$ cat config.mk
export PLATFORM = sky130hd
export DESIGN_NAME = rst_seq_sync
export DESIGN_NICKNAME = d
export VERILOG_FILES = /design/src/rtl/rst_seq_sync.sv
export SDC_FILE = /design/constraint.sdc
export NUM_CORES = 1
export LEC_CHECK = 0
export BUFFER_PORTS_ARGS = -buffer_cell sky130_fd_sc_hd__buf_2
export CAP_MARGIN = 20
export CORE_MARGIN = 1.5
export CORE_UTILIZATION = 45
export DETAILED_ROUTE_END_ITERATION = 10
export PLACE_DENSITY = 0.69
export SLEW_MARGIN = 25
export SYNTH_ARGS = -nofsm -noshare
export SYNTH_HDL_FRONTEND = slang
export SYNTH_SLANG_ARGS = --single-unit
$ cat constraint.sdc
create_clock -name axi_aclk -period 2.1 [get_ports axi_aclk]
set_input_delay 0 -clock axi_aclk [delete_from_list [all_inputs] [get_ports axi_aclk]]
set_output_delay 0 -clock axi_aclk [all_outputs]
set_load 0.01 [all_outputs]
$ cat src/rtl/rst_seq_sync.sv
// rst_seq_sync: reset sequencer with async assert, synchronized release, hold stretch
// and staggered per-output release, restartable by a synchronous soft reset.
module rst_seq_sync #(
    parameter int SYNC_STAGES = 2,
    parameter int HOLD_CYCLES = 16,
    parameter int NUM_OUT     = 4,
    parameter int STAGGER     = 4
) (
    input  logic               axi_aclk,
    input  logic               axi_resetn,
    input  logic               soft_rst_req,
    output logic [NUM_OUT-1:0] rst_n_o,
    output logic               rst_done_o,
    output logic               busy_o
);
    localparam int MAXC = HOLD_CYCLES > STAGGER ? HOLD_CYCLES : STAGGER;
    localparam int CW   = $clog2(MAXC + 1);

    typedef enum logic [1:0] {S_HOLD, S_RELEASE, S_DONE} state_t;

    state_t             state, state_nxt;
    logic [SYNC_STAGES-1:0] sync;
    logic               sync_rst_n;
    logic [CW-1:0]      cnt, cnt_nxt;
    logic [NUM_OUT-1:0] rel, rel_nxt, rel_step;
    logic               hold_tc, stag_tc;

    assign sync_rst_n = sync[SYNC_STAGES-1];
    // Releasing one more bit is a thermometer shift-in, so order is structural.
    assign rel_step   = (rel << 1) | NUM_OUT'(1);
    assign hold_tc    = state == S_HOLD && sync_rst_n && cnt == CW'(HOLD_CYCLES - 1);
    assign stag_tc    = state == S_RELEASE && cnt == CW'(STAGGER - 1);

    always_ff @(posedge axi_aclk or negedge axi_resetn)
        if (!axi_resetn) sync <= '0;
        else             sync <= {sync[SYNC_STAGES-2:0], 1'b1};

    always_ff @(posedge axi_aclk or negedge axi_resetn)
        if (!axi_resetn) begin
            state <= S_HOLD;
            cnt   <= '0;
            rel   <= '0;
        end else begin
            state <= state_nxt;
            cnt   <= cnt_nxt;
            rel   <= rel_nxt;
        end

    always_comb begin
        state_nxt = state;
        cnt_nxt   = cnt;
        rel_nxt   = rel;
        if (soft_rst_req) begin
            state_nxt = S_HOLD;
            cnt_nxt   = '0;
            rel_nxt   = '0;
        end else if (hold_tc || stag_tc) begin
            rel_nxt   = rel_step;
            cnt_nxt   = '0;
            state_nxt = rel_step[NUM_OUT-1] ? S_DONE : S_RELEASE;
        end else if ((state == S_HOLD && sync_rst_n) || state == S_RELEASE) begin
            cnt_nxt   = (cnt == CW'(MAXC)) ? cnt : cnt + 1'b1;
        end
    end

    always_comb begin
        rst_n_o    = rel;
        rst_done_o = state == S_DONE;
        busy_o     = state != S_DONE;
    end
endmodule

==> results.md <==
* Status: finished, final reports clean
* Die Ht at 41.0 um
* Fin. Hold Viols at 0
* Post-CTS Setup Bufs at 0
* Final nets at 80
* Top-area cell type share of the netlist area at 46.3%
* Pin count of the biggest net entering global routing at 13
* Crit path max fanout at 8
* Routed wire length at 1130 um
* Setup Viol. Count Final at 0
* Setup ws final at 0.179 ns
* CP Launch Type: flop
* Vias at 483
* Die Footprint at 1680 sq um
* First-pass GRT wire length at 1800 um
* Cell area after synthesis at 648 sq um
* Final hold slack at 0.141 ns
* Leakage at 0.357 nW
* #FFs+latches synth at 12
* Worst Skew at 0.00408 ns
* Crit share post-route at 91.5%
* Sequential cell area at 300 sq um
* Clock-pin slew on the worst setup and hold paths at 0.07 ns
* DRC errors left at 0
* DR iter-0 viols at 7
* Worst vdd ir at 0.410 mV
* Routed wire per std cell at 13.0 um
* Inserted Diodes at 0
* PwrDens at 704 nW/um^2
* Vias in the first global route at 430
* Cells after Synth at 60
* Ranking of synthesized cells by area: dfrtp_1, mux2_4, ha_1
* Tmin final at 1.92 ns
* Worst EP required at 2.25 ns
* GRT Util Overall at 17.0%
* Mean Syn Cell Area at 10.8 sq um
* Clock latency on the worst-skew pair at 0.26 ns
* Fill count at 112
* Setup TNS at 0 ns
* Layout cell share with drive strength beyond 1 at 26.4%
* Clk buf depth at 2
* CTS tree: done
* Via density per instance at 5.55
* Num ports at 9
* Yosys cell types at 28
* Ys async rst share at 100%
* Crit. End Element: flop
* Core area at 1320 sq um
* DRT antenna net count at 0
* Count leader, synth: dfrtp_1
* DR pass1 iterations at 4
* Grt total ovfl at 0
* GPL Wtd Cong at 0.841
* Post-synthesis sequential area ratio at 46.3%
* Max Clk Rate at 521 MHz
* Area Overhead vs Synth at 14.1%
* Initial Util at 49.2%
* Post-DP HPWL at 829 um
* Most frequent cells after synthesis: dfrtp_1, inv_1, a21oi_1
* Die Wd at 41.0 um
* Hold WC Path Type: input port to async pin
* Antenna violations before repair at 0
* Multi-input combinational cell area at 304 sq um
* IO Port Bufs at 8
* Max cap viols at 0
* RSZ-0062 raised after global routing: false
* Ys flop type: dfrtp_1
* CP arrival at 2.07 ns
* CTS buffer count at 3
* Rows at 13
* Pre-CTS WS at 0.132 ns
* Final slew viol count at 0
* Clk sinks at 12
* Number of enable flip-flop cells after synthesis at 0
* FF-to-FF path depth at 6
* Root Buffer: clkbuf_4
* Yosys Warn Count at 0
* H-tree depth at 1
* Total power draw at 0.000520 W
* Yosys top cell by area: dfrtp_1
* Crit Path Class: flop to flop
* Synthesized net count at 66
sequential cells by signal, summed over array words and instances, names as in the netlist:
signal / cells
sync: 2
rst_n_o: 3
state: 2
cnt: 5
metal layers:
layer | wire, um | vias to the layer above | GRT usage (%) | part of all wire (%)
met3 | 55 | 2 | 9.78 | 4.9
li1 | - | 240 | - | -
met1 | 496 | 228 | 17.3 | 44
met5 | 0 | - | 0 | 0
met2 | 569 | 13 | 30.1 | 50
met4 | 9 | 0 | 2.50 | 0.80
cell usage in the layout, fill, tap and decap left out, types with 2 or more instances in the layout:
master	instances
dfrtp_1	12
buf_2	8
inv_1	7
a21oi_1	5
nor2_1	4
mux2_4	3
nand3_1	3
o21ai_0	3
ha_1	3
clkbuf_4	3
dlygate4sd3_1	2
critical path, cell delays in order (launching register included):
cell and delay (ns):
dfrtp_1 0.41, ha_1 0.23, and3_1 0.18, ha_1 0.16
nor4bb_1 0.13, a211o_2 0.37, mux2_4 0.32
final timing paths:
kind	startpoint	end	slack, ns
max	cnt[0]	state[0]	0.18
min	axi_resetn	state[0]	0.14
max reg2reg	cnt[0]	state[0]	0.18
min reg2reg	sync[0]	sync[1]	0.35
max in group asynchronous	axi_resetn	cnt[3]	1.74
min in group axi_aclk	sync[0]	sync[1]	0.35
report_power, final:
group / switching [W] / internal, W / leakage (nW)
sequential: 0.0000235 / 0.000254 / 0.156
clock: 0.0000633 / 0.0000661 / 0.0138
combinational: 0.0000561 / 0.0000579 / 0.187
total: 0.000143 / 0.000378 / 0.357
cell families (layout without fill, tap and decap cells):
group / after synthesis / count (layout) / share of synthesized area [%]
and+or+nand+nor: 17 / 17 / 18.5
adders and majority gates: 3 / 3 / 5.79
muxes: 3 / 3 / 6.95
buffers and inverters: 9 / 21 / 6.95
DFF: 12 / 12 / 46.3
other: 1 / 1 / 0.579
AOI/OAI and AO/OA: 15 / 15 / 14.9
per-stage QoR:
step           cells  utilization, %  instance area [sq um]
5_1_grt           87            56.1                    739
2_1_floorplan     60               -                    648
4_1_cts           87            56.0                    738
3_3_place_gp      82            52.8                    696
6_report          87            56.1                    739
3_5_place_dp      82            52.8                    696
area by class of cell:
class                           count  area share [%]
Clock buffer                        3            3.05
Inverter                            7            3.55
Multi-Input combinational cell     39            41.1
Sequential cell                    12            40.6
Tap cell                           15            2.54
Timing Repair Buffer               11            9.14
timing repair:
| item | in CTS | in global routing |
|---|---|---|
| endpoints found under the setup margin | 0 | 3 |
| gates resized for setup | 0 | 1 |
| hold buffers | 2 | 0 |
| endpoints found under the hold margin | 13 | 0 |
Note: power is estimated with default switching activity, not from simulation.
